--- src/rtl/ps2_key_rx_pkg.sv ---
// Shared definitions for the PS/2 keyboard receiver: FSM encoding, scan-code
// prefixes and the debug view of the receiver's internal state.
package ps2_key_rx_pkg;

  typedef enum logic [1:0] {
    S_IDLE   = 2'd0,
    S_DATA   = 2'd1,
    S_PARITY = 2'd2,
    S_STOP   = 2'd3
  } ps2_state_t;

  localparam logic [7:0] PS2_BRK = 8'hF0;
  localparam logic [7:0] PS2_EXT = 8'hE0;

  typedef struct packed {
    ps2_state_t state;
    logic [2:0] bit_cnt;
    logic       ext_pending;
    logic       brk_pending;
  } ps2_dbg_t;

  // Odd parity: the eight data bits plus the parity bit hold an odd count of ones.
  function automatic logic odd_parity_ok(input logic [7:0] data, input logic par);
    return ^{data, par};
  endfunction

endpackage

--- src/rtl/ps2_key_rx_sync.sv ---
// Multi-stage synchronizer for one raw PS/2 line; resets to the bus-idle
// level (1) so no false falling edge appears after reset.
module ps2_sync #(
  parameter int STAGES = 2
) (
  input  logic Clk,
  input  logic Rst,
  input  logic i_d,
  output logic o_q
);

  logic [STAGES-1:0] r_sync;

  always_ff @(posedge Clk or posedge Rst) begin
    if (Rst) begin
      r_sync <= '1;
    end else begin
      r_sync[0] <= i_d;
      for (int i = 1; i < STAGES; i++) begin
        r_sync[i] <= r_sync[i-1];
      end
    end
  end

  assign o_q = r_sync[STAGES-1];

endmodule

--- src/rtl/ps2_key_rx.sv ---
// PS/2 keyboard receiver: deserialises 11-bit frames and tracks make/break
// codes to report the currently held key.
module ps2_key_rx
  import ps2_key_rx_pkg::*;
#(
  parameter int TIMEOUT     = 50000,
  parameter int SYNC_STAGES = 2
) (
  input  logic       Clk,
  input  logic       Rst,
  input  logic       key_clk,
  input  logic       key_data,
  output logic [7:0] KeyCode,
  output logic       code_valid,
  output logic [7:0] scan_code,
  output logic       frame_err,
  output ps2_dbg_t   o_dbg
);

  localparam int TW = $clog2(TIMEOUT + 1);

  logic          w_kclk_s, w_kdat_s;
  logic          r_kclk_prev, r_fall, r_fdat;
  ps2_state_t    r_state, w_next;
  logic [2:0]    r_bit_cnt;
  logic [7:0]    r_shift;
  logic          r_parity;
  logic [TW-1:0] r_to_cnt;
  logic [7:0]    r_key_code, r_scan_code;
  logic          r_code_valid, r_frame_err;
  logic          r_ext_pending, r_brk_pending;
  logic          w_timeout, w_start_err, w_good, w_bad;

  ps2_sync #(.STAGES(SYNC_STAGES)) u_sync_clk (
    .Clk (Clk), .Rst (Rst), .i_d (key_clk),  .o_q (w_kclk_s)
  );
  ps2_sync #(.STAGES(SYNC_STAGES)) u_sync_dat (
    .Clk (Clk), .Rst (Rst), .i_d (key_data), .o_q (w_kdat_s)
  );

  // The fall pulse is registered together with the data sample it qualifies.
  always_ff @(posedge Clk or posedge Rst) begin
    if (Rst) begin
      r_kclk_prev <= 1'b1;
      r_fall      <= 1'b0;
      r_fdat      <= 1'b1;
    end else begin
      r_kclk_prev <= w_kclk_s;
      r_fall      <= r_kclk_prev & ~w_kclk_s;
      r_fdat      <= w_kdat_s;
    end
  end

  always_ff @(posedge Clk or posedge Rst) begin
    if (Rst) r_state <= S_IDLE;
    else     r_state <= w_next;
  end

  always_comb begin
    w_next = r_state;
    if (w_timeout) begin
      w_next = S_IDLE;
    end else if (r_fall) begin
      case (r_state)
        S_IDLE:   if (!r_fdat) w_next = S_DATA;
        S_DATA:   if (r_bit_cnt == 3'd7) w_next = S_PARITY;
        S_PARITY: w_next = S_STOP;
        S_STOP:   w_next = S_IDLE;
        default:  w_next = S_IDLE;
      endcase
    end
  end

  always_comb begin
    w_timeout   = (r_state != S_IDLE) && !r_fall && (r_to_cnt == TW'(TIMEOUT - 1));
    w_start_err = (r_state == S_IDLE) && r_fall && r_fdat;
    w_good      = (r_state == S_STOP) && r_fall && r_fdat && odd_parity_ok(r_shift, r_parity);
    w_bad       = (r_state == S_STOP) && r_fall && !w_good;
  end

  always_ff @(posedge Clk or posedge Rst) begin
    if (Rst) begin
      r_bit_cnt     <= '0;
      r_shift       <= '0;
      r_parity      <= 1'b0;
      r_to_cnt      <= '0;
      r_key_code    <= '0;
      r_scan_code   <= '0;
      r_code_valid  <= 1'b0;
      r_frame_err   <= 1'b0;
      r_ext_pending <= 1'b0;
      r_brk_pending <= 1'b0;
    end else begin
      r_code_valid <= 1'b0;

      if (r_state == S_IDLE || r_fall || w_timeout) r_to_cnt <= '0;
      else                                          r_to_cnt <= r_to_cnt + 1'b1;

      if (w_timeout) begin
        r_bit_cnt <= '0;
        r_shift   <= '0;
      end else if (r_fall) begin
        case (r_state)
          S_IDLE: begin
            r_bit_cnt <= '0;
            r_shift   <= '0;
          end
          S_DATA: begin
            r_shift   <= {r_fdat, r_shift[7:1]};
            r_bit_cnt <= r_bit_cnt + 1'b1;
          end
          S_PARITY: r_parity <= r_fdat;
          default:  ;
        endcase
      end

      if (w_start_err || w_bad) r_frame_err <= 1'b1;

      if (w_good) begin
        r_frame_err <= 1'b0;
        if (r_shift == PS2_EXT) begin
          r_ext_pending <= 1'b1;
        end else if (r_shift == PS2_BRK) begin
          r_brk_pending <= 1'b1;
        end else begin
          r_scan_code   <= r_shift;
          r_code_valid  <= 1'b1;
          r_ext_pending <= 1'b0;
          r_brk_pending <= 1'b0;
          // A break only releases the key it names; stale breaks are ignored.
          if (!r_brk_pending)             r_key_code <= r_shift;
          else if (r_shift == r_key_code) r_key_code <= 8'h00;
        end
      end
    end
  end

  assign KeyCode           = r_key_code;
  assign scan_code         = r_scan_code;
  assign code_valid        = r_code_valid;
  assign frame_err         = r_frame_err;
  assign o_dbg.state       = r_state;
  assign o_dbg.bit_cnt     = r_bit_cnt;
  assign o_dbg.ext_pending = r_ext_pending;
  assign o_dbg.brk_pending = r_brk_pending;

endmodule

--- config.mk ---
export PLATFORM = sky130hd
export DESIGN_NAME = ps2_key_rx
export DESIGN_NICKNAME = d
export VERILOG_FILES = /design/src/rtl/ps2_key_rx_pkg.sv /design/src/rtl/ps2_key_rx_sync.sv /design/src/rtl/ps2_key_rx.sv
export SDC_FILE = /design/constraint.sdc
export NUM_CORES = 1
export LEC_CHECK = 0
export ABC_AREA = 1
export CAP_MARGIN = 20
export CORE_MARGIN = 2
export CORE_UTILIZATION = 50
export CTS_CLUSTER_DIAMETER = 30
export DETAILED_ROUTE_END_ITERATION = 12
export GPL_TIMING_DRIVEN = 0
export HOLD_SLACK_MARGIN = 0.02
export PLACE_DENSITY = 0.79
export SLEW_MARGIN = 20
export SYNTH_ARGS = -nofsm -noshare
export SYNTH_HDL_FRONTEND = slang
export SYNTH_SLANG_ARGS = --single-unit
--- constraint.sdc ---
create_clock -name Clk -period 1.8 [get_ports Clk]
set_clock_uncertainty 0.05 [all_clocks]
set_input_delay 0.45 -clock Clk [delete_from_list [all_inputs] [get_ports Clk]]
set_output_delay 0.45 -clock Clk [all_outputs]
set_load 0.005 [all_outputs]
# Word level (Yosys, flattened, before mapping)
# Index checks and enable logic that the tools add are counted.
dict set report op_classes {
  bitwise 5
  n_reduce_logical 26
  n_addsub 2
  muxes 22
  eq_ne 12
}
# op n
set op_table {}
lappend op_table {{two-way mux 8 bit} 4}
lappend op_table {{adder 16 x 1 -> 16 bit (second input constant)} 1}
lappend op_table {{equality test 16 bit (second input constant)} 1}
lappend op_table {{equality test 8 bit (second input constant)} 2}
lappend op_table {{two-way mux 16 bit} 1}
lappend op_table {{one-hot mux 8 bit (2 select lines)} 1}
lappend op_table {{AND reduction 3 bit} 3}
lappend op_table {{parity 9 bit} 1}
lappend op_table {{equality test 8 bit} 1}
lappend op_table {{logical AND 1 bit} 8}
lappend op_table {{two-way mux 1 bit} 8}
lappend op_table {{two-way mux 2 bit} 4}
lappend op_table {{one-hot mux 2 bit (4 select lines)} 1}
lappend op_table {{two-way mux 3 bit} 2}
lappend op_table {{inequality test 3 bit (second input constant)} 2}
lappend op_table {{one-hot mux 3 bit (2 select lines)} 1}
lappend op_table {{AND reduction 2 bit} 3}
lappend op_table {{nonzero test 2 bit} 3}
lappend op_table {{equality test 2 bit (second input constant)} 2}
lappend op_table {{NOT 1 bit} 4}
lappend op_table {{AND reduction 4 bit} 1}
lappend op_table {{adder 3 x 1 -> 3 bit (second input constant)} 1}
lappend op_table {{equality test 3 bit (second input constant)} 1}
lappend op_table {{logical OR 1 bit} 3}
lappend op_table {{7 further kinds} 8}
dict set report totals {
  out_inout_bits 25
  wordCells 83
  regBits 57
  in_bits 4
}

# Longest topological paths before layout
# Gate-level depths: netlist of run 1.
dict set report depth {
  word_depth 9
  depth_mapped 14
}

# Cells and area by module
# From an unflattened synthesis of run 1, not the netlist that was laid out.
dict set report hier_totals {
  hier_cells 362
  hier_area_um2 2951.6
}
# mod cells_each seq_area_each_um2 instances area_per_inst_um2
set modules_own_cells {}
lappend modules_own_cells {ps2_key_rx 356 1328.8 1 2839.0}
lappend modules_own_cells {ps2_sync 3 52.6 2 56.3}

# Least setup slack after synthesis of run 1
# Ideal clock, no wire load.
dict set report synth_timing {
  path_kind {flip-flop to flip-flop}
  startpoint {register r_to_cnt[0]}
  endpoint {register r_to_cnt[10]}
  synth_period_minus_slack_ps 1612
  stages_incl_launch_ff 11
  n_path_buf 0
  setup_slack_ps 188
  arrival_time_ps 1435
  required_ps 1624
  path_cell_list {dfrtp_1 ha_1 nand2_1 nor2_1 inv_1 nor2_1 nand2_1 nor3_1 nand2_1 nor2_1 nor3b_2}
}
dict set report synth_via {
  elab_chain_len 4
}
# item line
set synth_lines {}
lappend synth_lines {{start, declared} ps2_key_rx.sv:28} ;# logic [TW-1:0] r_to_cnt;
lappend synth_lines {{start signal, assigned} ps2_key_rx.sv:97} ;# else r_to_cnt <= r_to_cnt + 1'b1;
lappend synth_lines {{parallel branches: the longest is 3 deep, another holds adder 16 x 1 -> 16 bit} n/a}
lappend synth_lines {{two-way mux 16 bit (*)} ps2_key_rx.sv:96} ;# if (r_state == S_IDLE || r_fall || w_timeout) r_to_cnt <= '0;
# Every way passes the cells marked *.
# A chain may end at the register's enable or synchronous reset.

# Worst setup path after layout of run 1
dict set report layout_timing {
  startpoint {register r_key_code[1], in the netlist KeyCode[1]}
  endpoint {output KeyCode[1]}
}
# item line
set layout_lines {}
lappend layout_lines {{start, declared} ps2_key_rx.sv:29} ;# logic [7:0] r_key_code, r_scan_code;
lappend layout_lines {{start signal, assigned} ps2_key_rx.sv:131} ;# if (!r_brk_pending) r_key_code <= r_shift;
lappend layout_lines {{end, declared} ps2_key_rx.sv:13} ;# output logic [7:0] KeyCode,
# No word-level cell between the ends.

==> results.md, run 1 <==
- Routed Antenna Nets: 0
- Final Max Slew Viols: 0
- Arr. time, crit path: 1290 ps
- Count of final setup violators: 0
- Chip Width: between 80 and 90 um
- Power density cells: between 1000 and 1500 nW/um^2
- Drt wl/cell: 13.8 um
- Post-Layout Cell Count: 492
- Final wirelength: between 6 and 7 mm
- Ant diodes: 0
- CP Class: reg2out
- Number of synthesized flops with an enable pin: 0
- Avg Cell Area, Syn: between 8 and 9 sq um
- Worst path required time: 1300 ps
- Global-route wire length before repair: 9.68 mm
- Layout cells sized above 1: about 23%
- Post-DP HPWL: 4.14 mm
- Clk_lat worst skew: between 300 and 400 ps
- Min-delay worst type: reg2reg
- Synth top area cells: dfrtp_1 (43%), nand2_1 (12%), inv_1 (5.7%)
- Final hold slack: 301 ps
- Core Footprint: about 5800 sq um
- Grt ovf: 0
- Crit path max-delay cell type: clkdlybuf4s50_1
- Area grow syn2layout: 29.6%
- Slew HR: 58.2%
- Dominant cell by count in the synthesized netlist: nand2_1
- Max_cap viols: 0
- Status: completed
- Yosys cell types: 36
- Routed via count: 2594
- DR DRC count: 0
- Max clock buf depth: 2
- Maximum vdd drop: between 600 and 700 uV
- Dominant register cell in the synthesized netlist: dfrtp_1
- Sequential share of the synthesized area: approximately 48%
- Overall Global Routing Usage: 19.4%
- Fmax: around 560 MHz
- Delay-heaviest family, CP: buffers and inverters
- Core Rows: 28
- Nature of the critical path startpoint: register
- Leakage: 1.90 nW
- Final Hold Viols: 0
- Synth Register Bits: 57
- Async S/R FF share, synth: 100%
- Cell total after placement: between 400 and 500
- Synth Instances: 356
- Post-synth top area cell: dfrtp_1
- Final setup TNS: 0 ps
- Worst Path Max Fanout: 4
- Worst Tran Pin Value: between 600 and 700 ps
- RSZ-0062 raised after global routing: true
- CP Buf/Inv Count: 1
- Cell breakdown of the critical path: clkdlybuf4s50_1
- Total die area: about 6600 sq um
- Pwr Total: 4.35 mW
- Post-synth top cells: nand2_1 (95), dfrtp_1 (51), inv_1 (45)
- Initial antenna violation count: 0
- Largest net degree at the start of global routing: 31
- Vias in the first global route: 2292
- Post-layout nets: between 400 and 500
- Synth Net Count: approximately 370
- Initial core utilization: ~51%
- Clk slew on worst S/H paths: approximately 60 ps
- Top cell type's share of synthesized area: 43.0%
- Fin crit share: 99.7%
- Num CTS Buffers: 9
- H-tree depth: 3
- Reg2reg setup slack: 6 ps
- GP Congestion: just under 0.9
- CP peak stage delay: roughly 530 ps
- PortBufs: 28
- Clock Tree Root: clkbuf_8
- Die Ht: roughly 81 um
- TritonCTS Sinks: between 50 and 60
- Ys Warns: 0
- DR vias/cell: 5.27
- TritonRoute pass-1 iters: 4
- Ports: 29
- CTS tree: yes
- Min Tclk post-route: 1790 ps
- Syn Std Cell Area: about 3000 sq um
- DR iter-0 viols: about 180
- Worst Setup End Kind: output pin
area by class of cell:
type | instances | area (sq um)
Inverter | 53 | 208
Timing Repair Buffer | 43 | 413
Sequential cell | 57 | 1440
Buffer | 6 | 46.3
Fill cell | 447 | 1970
Clock buffer | 14 | 163
Tap cell | 75 | 93.8
Clock inverter | 2 | 12.5
Multi-Input combinational cell | 242 | 1480
kinds of logic (layout without fill, tap and decap cells):
kind of cell               Yosys count  in the layout  share of synthesized area (%)
AOI/OAI and AO/OA                   33             34                           6.57
adders and majority gates            8              8                           3.37
xor gates and xnor gates            12             12                           3.54
and+or+nand+nor                    187            188                           30.1
buffers and inverters               59            118                           8.09
DFF                                 57             57                           48.3
through the flow:
step                utilization [%]  setup slack (ps)  area, sq um
detailed placement             57.9             -86.5         3370
global route                   66.2              -137         3850
floorplan                         -               188         2970
finish                         66.2              5.97         3850
global placement               57.6             -59.0         3350
CTS                            61.3              9.64         3560
state kept, by name, summed over array words and instances (netlist names), 2 cells and up:
name               count
r_bit_cnt              3
u_sync_clk.r_sync      2
scan_code              8
r_shift                8
u_sync_dat.r_sync      2
r_state                2
KeyCode                8
r_to_cnt              16
where the power goes:
part           internal, mW  switching, mW
registers              1.45          0.146
logic                 0.707          0.994
clock network         0.573          0.479
total                  2.73           1.62
timing repair:
action	in CTS	in global routing
buffers inserted	1	13
endpoints found under the hold margin	0	0
pin swaps	0	11
endpoints found under the setup margin	7	50
resized for setup	4	47
cloned	0	2
hold buffers	0	0
per-layer routing:
layer | vias up | GRT usage (%) | wire [um]
met1 | 1221 | 24.3 | 2850
met5 | - | 0 | 0
li1 | 1258 | - | -
met2 | 92 | 31.6 | 3340
met4 | 0 | 11.0 | 214
met3 | 23 | 3.44 | 371
cell usage in the layout (no fill, tap or decap), types with 7 or more instances in the layout:
cell type | synthesis | final
nand2_1 | 95 | 85
dfrtp_1 | 51 | 49
inv_1 | 45 | 43
nor2_1 | 31 | 25
clkdlybuf4s50_1 | 0 | 25
buf_4 | 2 | 17
nand2_2 | 7 | 15
nand3_1 | 13 | 12
o21ai_0 | 13 | 11
clkbuf_8 | 0 | 11
nand4_1 | 10 | 10
o22ai_1 | 8 | 8
nor3_1 | 8 | 7
xnor2_1 | 8 | 7
ha_1 | 8 | 7
final timing paths:
check                                      from              endpoint  depth (start not counted)
setup / recovery                     KeyCode[1]            KeyCode[1]                          1
hold / removal             u_sync_clk.r_sync[0]  u_sync_clk.r_sync[1]                          0
setup reg to reg                     r_shift[2]          scan_code[6]                         10
hold reg to reg            u_sync_clk.r_sync[0]  u_sync_clk.r_sync[1]                          0
max in group asynchronous                   Rst  u_sync_clk.r_sync[0]                          3
min in group asynchronous                   Rst          scan_code[0]                          2
(Power assumes the default switching activity.)
==> run 2: changes to the inputs <==
- ABC_CLOCK_PERIOD_IN_PS: unset -> 1800
==> results of run 2 <==
No change in the layout: final DEF, timing and power equal those of run 1.
